## config.mk

```make
export PLATFORM = sky130hd
export DESIGN_NAME = serial_adder
export DESIGN_NICKNAME = d
export VERILOG_FILES = /design/src/rtl/serial_adder.sv
export SDC_FILE = /design/constraint.sdc
export NUM_CORES = 1
export LEC_CHECK = 0
export ABC_AREA = 1
export CAP_MARGIN = 20
export CORE_MARGIN = 10
export CORE_UTILIZATION = 45
export DETAILED_ROUTE_END_ITERATION = 6
export PLACE_DENSITY = 0.7
export SYNTH_ARGS = -nofsm -noshare
export SYNTH_HDL_FRONTEND = slang
export SYNTH_SLANG_ARGS = --single-unit
```

## constraint.sdc

```tcl
create_clock -name i_clk -period 1.8 [get_ports i_clk]
set_clock_uncertainty 0.2 [all_clocks]
set_input_delay 0.36 -clock i_clk [delete_from_list [all_inputs] [get_ports i_clk]]
set_output_delay 0.36 -clock i_clk [all_outputs]
set_load 0.01 [all_outputs]
```

## src/rtl/serial_adder.sv

```systemverilog
// Digit-serial adder/subtractor: DIGIT bits per clock, LSB digit first, with a
// registered inter-digit carry and a start/busy/done handshake.
module serial_adder #(
  parameter int WIDTH = 8,
  parameter int DIGIT = 1
) (
  input  logic             i_clk,
  input  logic             i_reset,
  input  logic             i_start,
  input  logic             i_sub,
  input  logic [WIDTH-1:0] i_a,
  input  logic [WIDTH-1:0] i_b,
  input  logic             i_carry_in,
  output logic             o_busy,
  output logic             o_done,
  output logic [WIDTH-1:0] o_s,
  output logic             o_carry_out,
  output logic             o_overflow
);

  localparam int D  = WIDTH / DIGIT;
  localparam int CW = (D > 1) ? $clog2(D) : 1;
  localparam logic [CW-1:0] LAST = CW'(D - 1);

  generate
    if (WIDTH < 2 || DIGIT < 1 || (WIDTH % DIGIT) != 0) begin : g_bad_param
      $error("serial_adder: WIDTH must be >= 2 and a multiple of DIGIT");
    end
  endgenerate

  typedef enum logic [1:0] {
    IDLE = 2'd0,
    RUN  = 2'd1,
    DONE = 2'd2
  } state_t;

  // Ripple slice result packed as {carry out of MSB, carry into MSB, sum digit}.
  function automatic logic [DIGIT+1:0] slice_add(input logic [DIGIT-1:0] a,
                                                 input logic [DIGIT-1:0] b,
                                                 input logic             cin);
    logic             c;
    logic             c_msb;
    logic [DIGIT-1:0] s;
    c     = cin;
    c_msb = cin;
    s     = '0;
    for (int i = 0; i < DIGIT; i++) begin
      c_msb = c;
      s[i]  = a[i] ^ b[i] ^ c;
      c     = (a[i] & b[i]) | (c & (a[i] ^ b[i]));
    end
    return {c, c_msb, s};
  endfunction

  state_t               state_q;
  logic [WIDTH-1:0]     a_q;
  logic [WIDTH-1:0]     b_q;
  logic [WIDTH-1:0]     res_q;
  logic                 carry_q;
  logic [CW-1:0]        cnt_q;
  logic                 busy_q;
  logic                 done_q;
  logic [WIDTH-1:0]     s_q;
  logic                 cout_q;
  logic                 ovf_q;

  logic [DIGIT+1:0]     slice_d;
  logic [WIDTH+DIGIT-1:0] res_ext_d;
  logic [WIDTH-1:0]     res_d;
  logic                 slice_cout_d;
  logic                 msb_cin_d;

  // Current digit through the slice; new sum digit enters the result from the top.
  always_comb begin
    slice_d      = slice_add(a_q[DIGIT-1:0], b_q[DIGIT-1:0], carry_q);
    slice_cout_d = slice_d[DIGIT+1];
    msb_cin_d    = slice_d[DIGIT];
    res_ext_d    = {slice_d[DIGIT-1:0], res_q};
    res_d        = res_ext_d[WIDTH+DIGIT-1:DIGIT];
  end

  // Control FSM, operand/result shift registers and registered outputs.
  always_ff @(posedge i_clk or posedge i_reset) begin
    if (i_reset) begin
      state_q <= IDLE;
      a_q     <= '0;
      b_q     <= '0;
      res_q   <= '0;
      carry_q <= 1'b0;
      cnt_q   <= '0;
      busy_q  <= 1'b0;
      done_q  <= 1'b0;
      s_q     <= '0;
      cout_q  <= 1'b0;
      ovf_q   <= 1'b0;
    end else begin
      case (state_q)
        IDLE, DONE: begin
          done_q <= 1'b0;
          if (i_start) begin
            a_q     <= i_a;
            b_q     <= i_sub ? ~i_b : i_b;
            carry_q <= i_sub ? 1'b1 : i_carry_in;
            res_q   <= '0;
            cnt_q   <= '0;
            busy_q  <= 1'b1;
            state_q <= RUN;
          end else begin
            busy_q  <= 1'b0;
            state_q <= IDLE;
          end
        end
        RUN: begin
          a_q     <= a_q >> DIGIT;
          b_q     <= b_q >> DIGIT;
          carry_q <= slice_cout_d;
          res_q   <= res_d;
          cnt_q   <= cnt_q + CW'(1);
          if (cnt_q == LAST) begin
            s_q     <= res_d;
            cout_q  <= slice_cout_d;
            ovf_q   <= msb_cin_d ^ slice_cout_d;
            busy_q  <= 1'b0;
            done_q  <= 1'b1;
            state_q <= DONE;
          end else begin
            busy_q  <= 1'b1;
            done_q  <= 1'b0;
          end
        end
        default: begin
          busy_q  <= 1'b0;
          done_q  <= 1'b0;
          state_q <= IDLE;
        end
      endcase
    end
  end

  assign o_busy      = busy_q;
  assign o_done      = done_q;
  assign o_s         = s_q;
  assign o_carry_out = cout_q;
  assign o_overflow  = ovf_q;

endmodule

```

==> PnR_summary.wiki, run 1 <==
{| class="wikitable"
! Metric !! Value
|-
| Number of synthesized register bits || 41
|-
| Type of the tightest min-delay check || input pin to asynchronous set/reset pin
|-
| Sw Pwr || 0.00143 W
|-
| Critical Path, Cell by Cell || clkdlybuf4s50_1
|-
| Setup tns final || 0 ns
|-
| Number of buffers inserted by port buffering || 32
|-
| Cell type group with the largest total delay on the critical path || buffers and inverters
|-
| Final Max Slew Viols || 0
|-
| Kind of critical path || flip-flop to output pin
|-
| Most used standard cells in the synthesized netlist || 107 x nand2_1, 41 x dfrtp_1, 37 x nand3_1, 18 x inv_1, 5 x buf_2
|-
| Deepest level of the CTS H-tree || 2
|-
| Global-route wire length before repair || ~6700 microns
|-
| Met3 capacity usage during global routing || under 10%
|-
| Average wire per cell in the routed design || between 10 and 15 microns
|-
| Count of hold buffers inserted by post-cts repair || 0
|-
| Transition time at the pin with the least slew margin || 0.407 ns
|-
| Part of the power in the clock network || 17.1%
|-
| Total congestion overflow || 0
|-
| Height of the die || 84.7 microns
|-
| Leak pwr || approximately 1.3 nW
|-
| Sequential share of power || 41.3%
|-
| Outcome || finished, final reports clean
|-
| Number of design-rule violations left by the first detailed-router iteration || 69
|-
| Full die area || between 7000 and 8000 sq um
|-
| Site Rows || 23
|-
| Final routed wirelength across all metal layers || 3770 microns
|-
| Maximum clock insertion buffer count || 2
|-
| Count of flip-flops with a built-in enable after synthesis || 0
|-
| First element of the critical path || o_s[6]
|-
| Final Critical Period || approximately 1.7 ns
|-
| Count of buffer and inverter cells on the critical path || 1
|-
| Final worst setup slack || 0.0580 ns
|-
| Slowest cell on the critical path || clkdlybuf4s50_1
|-
| Most common cell in the synthesized netlist || nand2_1
|-
| Largest fanout of any net on the critical path || 2
|-
| Total of endpoints with negative setup slack in the final report || 0
|-
| Final weighted congestion of routability-driven global placement || approximately 0.79
|-
| Via count of the routed design || around 1600
|-
| Die width || 84.7 microns
|-
| CTS tree || built
|-
| Achievable frequency || around 570 MHz
|-
| Synth Net Count || roughly 260
|-
| Max-slew headroom at the worst pin || roughly 73%
|-
| Fraction of the yosys area taken by sequential cells || between 50% and 60%
|-
| Top flip-flop cell by instance count after synthesis || dfrtp_1
|-
| Synthesized netlist cell count || around 230
|-
| Share of cells above drive strength 1 || 9.56%
|-
| Synth async-reset ratio || 100%
|-
| Initial antenna violation count || 0
|-
| Clock slew at the register clock pins of the worst setup and hold paths || approximately 0.07 ns
|-
| Count of inserted antenna diode cells || 0
|-
| Clk_lat worst skew || around 0.29 ns
|-
| DRC violations left || 0
|-
| # clock sinks || 41
|-
| Highest-utilization routing layer at the global route stage || met2
|-
| Avg Cell Area, Syn || approximately 8.1 sq um
|-
| Cells taking the most area after synthesis || dfrtp_1 55%, nand2_1 21%, nand3_1 9.8%, inv_1 3.6%, buf_2 1.3%
|-
| Setup crit start kind || flip-flop
|-
| Final HPWL from detailed placement || 2720 microns
|-
| Vias per std cell || around 4.9
|-
| Number of global-route vias before repair || ~1600
|-
| Largest net degree at the start of global routing || 42
|-
| Logic gate share of total power || a little over two fifths
|-
| VDD IR-drop max || 625 uV
|-
| Worst Path Required || approximately 1.2 ns
|-
| Finished layout cell area || between 2000 and 2500 sq um
|-
| Net count reported at finish || around 300
|-
| Number of warnings issued by yosys || 0
|-
| Met1 usage in global routing || between 10% and 20%
|-
| Global-route met2 utilization || a little under a fifth
|-
| Floorplan Core Area || ~4000 sq um
|-
| Initial core utilization || between 40% and 50%
|-
| Unrepaired setup endpoints after global routing || no
|-
| Slowest Stage Delay on Critical Path || around 0.54 ns
|-
| Power per cell area || 1600 nW/um^2
|-
| Internal power || between 0.002 and 0.0025 W
|-
| Cell Area, Synth || ~1900 sq um
|-
| Number of distinct library cells after synthesis || 19
|-
| Number of top-level design ports || 33
|-
| Overall Global Routing Usage || between 10% and 20%
|-
| Data arrival time of the critical path || roughly 1.2 ns
|-
| Post-synth top area share || 54.5%
|-
| Number of max-cap violations || 0
|-
| CTS Root Buffer Type || clkbuf_8
|-
| Growth of design area from synthesis to finish || 27.3%
|-
| Placed instance area || roughly 2300 sq um
|-
| Number of buffers inserted during clock tree synthesis || 5
|-
| Setup crit end kind || output pin
|-
| Number of nets with antenna violations after detailed routing || 0
|-
| Core occupancy in the finished layout || slightly below 60%
|-
| Final Hold Violating Endpoints || 0
|-
| Largest area contributor in the netlist || dfrtp_1
|-
| Place WS || -0.0174 ns
|-
| Period utilization || 96.8%
|-
| Switching share of power || 37.1%
|-
| Initial DRT Pass Iterations || 4
|-
| Overall Power || 0.00384 W
|-
| Critical register-to-register path startpoint || cnt_q[0]
|}
-- flip-flops by register name (all words and copies together), names as in the netlist --
signal,flops
cnt_q,3
b_q,8
res_q,7
o_overflow,1
a_q,8
state_q,2
o_done,1
o_s,8
carry_q,1
o_busy,1
o_carry_out,1
-- layout by cell type (no fill, tap or decap), types with 2 or more instances in the layout --
cell type,synthesis,routed
buf_4,1,8
clkbuf_8,0,7
clkdlybuf4s50_1,0,31
dfrtp_1,41,41
ha_1,2,2
inv_1,18,18
inv_4,2,2
nand2_1,107,107
nand2_2,3,3
nand3_1,37,37
nor2_1,3,2
nor2_2,1,2
o21ai_0,2,2
xor2_1,2,2
-- final timing paths --
kind                         endpoint  slack (ns)  cells past startpoint
hold / removal               res_q[1]        0.22                      3
hold reg to reg                a_q[4]        0.28                      2
max in group asynchronous  state_q[0]        0.98                      3
setup / recovery               o_s[6]        0.06                      1
min in group i_clk             a_q[4]        0.28                      2
setup reg to reg               o_s[3]        0.28                      6
-- worst min-delay path, delay by kind of cell --
kind,cells,cell delay [ns]
buffers and inverters,3,0.72
-- stage by stage --
stage | instances | hold WS [ns]
detailed placement | 314 | 0.260
finish | 322 | 0.223
CTS | 322 | 0.235
global route | 322 | 0.270
global placement | 314 | 0.257
floorplan | 231 | 0.242
-- power by group through the flow --
stage | combinational [W] | clock [W] | sequential, W
3_5_place_dp | 0.00163 | 0 | 0.00160
6_report | 0.00160 | 0.000656 | 0.00158
4_1_cts | 0.00164 | 0.000670 | 0.00159
3_3_place_gp | 0.00159 | 0 | 0.00159
2_1_floorplan | 0.00105 | 0 | 0.00160
5_1_grt | 0.00184 | 0.000710 | 0.00165
-- metal layers --
metal | routed length [microns] | up-vias
met4 | 61 | 0
met5 | 0 | -
met3 | 182 | 7
met2 | 1780 | 33
li1 | - | 794
met1 | 1740 | 744
-- cell families after synthesis --
| logic type | count (synthesis) | synth area share, % |
|---|---|---|
| AOI/OAI and AO/OA | 4 | 1.06 |
| and+or+nand+nor | 152 | 33.7 |
| buffers and inverters | 29 | 7.38 |
| adders and majority gates | 3 | 2.39 |
| xor gates and xnor gates | 2 | 0.931 |
| DFF | 41 | 54.5 |
-- repair_timing --
| item | CTS | global route |
|---|---|---|
| gates resized for setup | 0 | 2 |
| endpoints found under the setup margin | 0 | 12 |
| setup buffers | 0 | 0 |
| endpoints found under the hold margin | 0 | 0 |
-- cell type report --
| type | count | area (sq um) |
|---|---|---|
| Clock buffer | 7 | 96.3 |
| Clock inverter | 1 | 5.00 |
| Fill cell | 368 | 1630 |
| Inverter | 21 | 83.8 |
| Multi-Input combinational cell | 161 | 719 |
| Sequential cell | 41 | 1030 |
| Tap cell | 50 | 62.6 |
| Timing Repair Buffer | 41 | 403 |
(Power assumes the default switching activity.)
==> run 2, diff against run 1 <==
- ABC_AREA: 1 -> 0
- CORE_MARGIN: 10 -> 4
- CORE_UTILIZATION: 45 -> 51
- PLACE_DENSITY: 0.7 -> 0.79
==> run 2 against run 1 <==
Compared with the run above:
- count of clock-buffer cells in the layout is the same
- via count down 29%
- clock power decreased by 31%
- final cell count is 34% lower
- synthesized cell count is 45% lower
- cell area decreased by 7.8%
- combinational power shrank 4%
- global-route usage is 5.8 points higher
- largest cell class unchanged
- highest routed layer unchanged
==> PnR_summary.wiki, run 2 <==
{| class="wikitable"
! Metric !! Value
|-
| Outcome || finished, final reports clean
|-
| Sw Pwr || 0.00117 W (-18%)
|-
| Number of global-route vias before repair || 1196 (-23%)
|-
| Top flip-flop cell by instance count after synthesis || dfrtp_1
|-
| Achievable frequency || 579 MHz (+0.92%)
|-
| Total congestion overflow || 0 (unchanged)
|-
| Depth of the worst register-to-register path || 5 (-1)
|-
| Total of endpoints with negative setup slack in the final report || 0 (unchanged)
|-
| Kind of critical path || flip-flop to flip-flop
|-
| Via count of the routed design || 1124 (-29%)
|-
| Max-slew headroom at the worst pin || 70.7% (-2.2 points)
|-
| Synth async-reset ratio || 100% (unchanged)
|-
| DRC violations left || 0 (unchanged)
|-
| Worst Path Required || 1.83 ns (+0.59 ns)
|-
| Site Rows || 20 (-13%)
|-
| CTS tree || built
|-
| Avg Cell Area, Syn || 13.6 sq um (+67%)
|-
| Count of hold buffers inserted by post-cts repair || 0 (unchanged)
|-
| Type of the tightest min-delay check || input pin to asynchronous set/reset pin
|-
| Transition time at the pin with the least slew margin || 0.439 ns (+0.0320 ns)
|-
| Critical Path, Cell by Cell || ha_1 -> ha_1 -> nand3b_1 -> buf_12 -> mux2_2
|-
| Final routed wirelength across all metal layers || 3080 microns (-18%)
|-
| VDD IR-drop max || 808 uV (+29%)
|-
| Slowest Stage Delay on Critical Path || 0.40 ns (-0.14 ns)
|-
| # clock sinks || 41 (unchanged)
|-
| Overall Global Routing Usage || 16.9% (+5.8 points)
|-
| Largest net degree at the start of global routing || 42 (unchanged)
|-
| Number of buffers inserted during clock tree synthesis || 5 (unchanged)
|-
| Overall Power || 0.00356 W (-7.2%)
|-
| Final Max Slew Viols || 0 (unchanged)
|-
| Net count reported at finish || 191 (-35%)
|-
| Setup tns final || 0 ns (unchanged)
|-
| CTS Root Buffer Type || clkbuf_4
|-
| Average wire per cell in the routed design || 14.6 microns (+25%)
|-
| Cell Count, Final, Fillers Out || 211 (-34%)
|-
| Number of buffers inserted by port buffering || 32 (unchanged)
|-
| Global-route wire length before repair || 5520 microns (-17%)
|-
| Most frequent cell on the critical path || ha_1
|-
| Power per cell area || 1610 nW/um^2 (+0.72%)
|-
| Endpoint of the worst register-to-register path || o_s[0]
|-
| Leak pwr || 1.10 nW (-13%)
|-
| Clock slew at the register clock pins of the worst setup and hold paths || 0.11 ns (+0.04 ns)
|-
| Final HPWL from detailed placement || 2280 microns (-16%)
|-
| Vias per std cell || 5.33 (+8.7%)
|-
| Count of inserted antenna diode cells || 0 (unchanged)
|-
| Fillers || 262 (-29%)
|-
| Height of the die || 66.2 microns (-22%)
|-
| Post-synth top area share || 59.4% (+4.9 points)
|-
| Slowest cell on the critical path || dfrtp_1
|-
| Maximum clock insertion buffer count || 2 (unchanged)
|-
| Share of cells above drive strength 1 || 16.8% (+7.2 points)
|-
| Unrepaired setup endpoints after global routing || no
|-
| Floorplan Core Area || 3150 sq um (-22%)
|-
| Synthesized netlist cell count || 127 (-45%)
|-
| Clk_lat worst skew || 0.34 ns (+0.05 ns)
|-
| Setup crit start kind || flip-flop
|-
| Initial antenna violation count || 0 (unchanged)
|-
| Final Hold Violating Endpoints || 0 (unchanged)
|-
| Data arrival time of the critical path || 1.76 ns (+0.58 ns)
|-
| Critical register-to-register path startpoint || cnt_q[0]
|-
| Period utilization || 95.9% (-0.88 points)
|-
| Number of warnings issued by yosys || 0 (unchanged)
|-
| Most used standard cells in the synthesized netlist || 41 x dfrtp_1, 18 x a22o_1, 10 x mux2_2, 9 x nor2_1
|-
| Largest area contributor in the netlist || dfrtp_1
|-
| Final weighted congestion of routability-driven global placement || 0.744 (-5.6%)
|-
| Initial DRT Pass Iterations || 4 (unchanged)
|-
| Die width || 66.2 microns (-22%)
|-
| Largest fanout of any net on the critical path || 13 (+11)
|-
| Deepest level of the CTS H-tree || 2 (unchanged)
|-
| Sequential share of power || 44.3% (+3.0 points)
|-
| Post CTS Setup Buffer Count || 0 (unchanged)
|-
| Switching share of power || 32.7% (-4.4 points)
|-
| Number of max-cap violations || 0 (unchanged)
|-
| Setup crit end kind || flip-flop
|-
| Fraction of the yosys area taken by sequential cells || 59.4% (+4.9 points)
|-
| Number of design-rule violations left by the first detailed-router iteration || 55 (-20%)
|-
| Placed instance count || 204 (-35%)
|-
| Internal power || 0.00240 W (-0.68%)
|-
| Logic gate share of total power || 43.0% (+1.4 points)
|-
| Initial core utilization || 54.8% (+8.1 points)
|-
| Cells taking the most area after synthesis || dfrtp_1 59%, a22o_1 9.1%, mux2_2 6.5%, a221o_1 4.6%, xnor2_1 4.1%
|-
| Number of nets with antenna violations after detailed routing || 0 (unchanged)
|-
| Place WS || -0.106 ns (-0.0885 ns)
|-
| Most common library cell in the layout ignoring fill and taps || dfrtp_1
|-
| Count of flip-flops with a built-in enable after synthesis || 0 (unchanged)
|-
| Number of synthesized register bits || 41 (unchanged)
|-
| Synth Net Count || 151 (-41%)
|-
| Part of the power in the clock network || 12.7% (-4.4 points)
|-
| Cell Area, Synth || 1730 sq um (-8.2%)
|-
| Most frequent cells in the layout || 41 x dfrtp_1, 20 x clkdlybuf4s50_1, 18 x a22o_1
|-
| Number of distinct library cells after synthesis || 22 (+3)
|-
| Most common cell in the synthesized netlist || dfrtp_1
|-
| Number of top-level design ports || 33 (unchanged)
|-
| Final Critical Period || 1.73 ns (-0.0159 ns)
|-
| Full die area || 4380 sq um (-39%)
|-
| Growth of design area from synthesis to finish || 27.8%
|-
| Register-to-Register Setup Slack || 0.07 ns (-0.21 ns)
|-
| Final worst setup slack || 0.0739 ns (+0.0159 ns)
|}
==> run 2: cell types whose count changed after synthesis, sizes merged, moves of 2 or more <==
cell / before / now
a21o: 0 / 7
a221o: 0 / 8
a22o: 0 / 18
inv: 21 / 4
mux2: 0 / 10
nand2: 110 / 1
nand3: 37 / 0
nor2: 5 / 10
nor2b: 0 / 2
xnor2: 0 / 8
==> run 2: power groups by stage <==
stage | registers, W | logic, W | clock network (W)
after floorplan | 0.00159 | 0.00104 | 0
after global placement | 0.00157 | 0.00156 | 0
after detailed placement | 0.00160 | 0.00164 | 0
after CTS | 0.00158 | 0.00156 | 0.000463
after global routing | 0.00164 | 0.00170 | 0.000503
final | 0.00158 | 0.00153 | 0.000454
==> run 2: routing by layer <==
| metal | wire length [microns] | vias to the layer above | GRT usage [%] |
|---|---|---|---|
| li1 | - | 538 | - |
| met1 | 1280 | 548 | 20.4 |
| met2 | 1580 | 28 | 28.3 |
| met3 | 146 | 10 | 4.25 |
| met4 | 71 | 0 | 7.61 |
| met5 | 0 | - | 0 |
==> run 2: critical path: cells and delay by family, from the launching register on <==
family        cells  cell delay [ns]
buf+inv           1             0.15
simple gates      1             0.13
mux               1             0.33
fa+ha+maj         2             0.40
flops             1             0.40
==> run 2: final cells by class <==
class | instances | area (sq um) | share of cell area (%)
clock buffers | 7 | 55.1 | 2.49
inverters | 4 | 15.0 | 0.680
multi-input cells | 73 | 619 | 28.0
flip-flops and latches | 41 | 1030 | 46.5
well taps | 44 | 55.1 | 2.49
repair buffers | 42 | 438 | 19.8
==> run 2: logic make-up (layout without fill, tap and decap cells) <==
logic type      after synthesis  in the layout  synth area share [%]
compound gates               36             36                  17.7
xor+xnor                      9              9                  4.56
fa+ha+maj                     3              3                  2.61
buf+inv                      13             53                  4.78
flops                        41             41                  59.4
mux                          10             10                  6.52
simple gates                 15             15                  4.49
==> run 2: how the worst max path moves through the flow <==
stage	end	slack, ns	cells past startpoint	startpoint
final	o_s[0]	0.07	5	cnt_q[0]
after global routing	o_s[0]	0.02	5	cnt_q[0]
after CTS	o_busy	0.02	1	o_busy
after detailed placement	res_q[6]	-0.11	5	i_start
after global placement	res_q[5]	-0.06	5	i_start
after floorplan	o_carry_out	0.04	5	cnt_q[0]
==> run 2: timing repair <==
| action | 4_1_cts | 5_1_grt |
|---|---|---|
| resized for setup | 10 | 2 |
| setup endpoints to repair | 10 | 2 |
| endpoints found under the hold margin | 0 | 0 |
==> run 2: metrics by stage <==
stage               instance area [sq um]  hold slack [ns]  util (%)
floorplan                            1730            0.250         -
global placement                     2160            0.261      68.5
detailed placement                   2160            0.267      68.5
CTS                                  2200            0.179      69.9
global route                         2210            0.206      70.0
finish                               2210            0.174      70.0
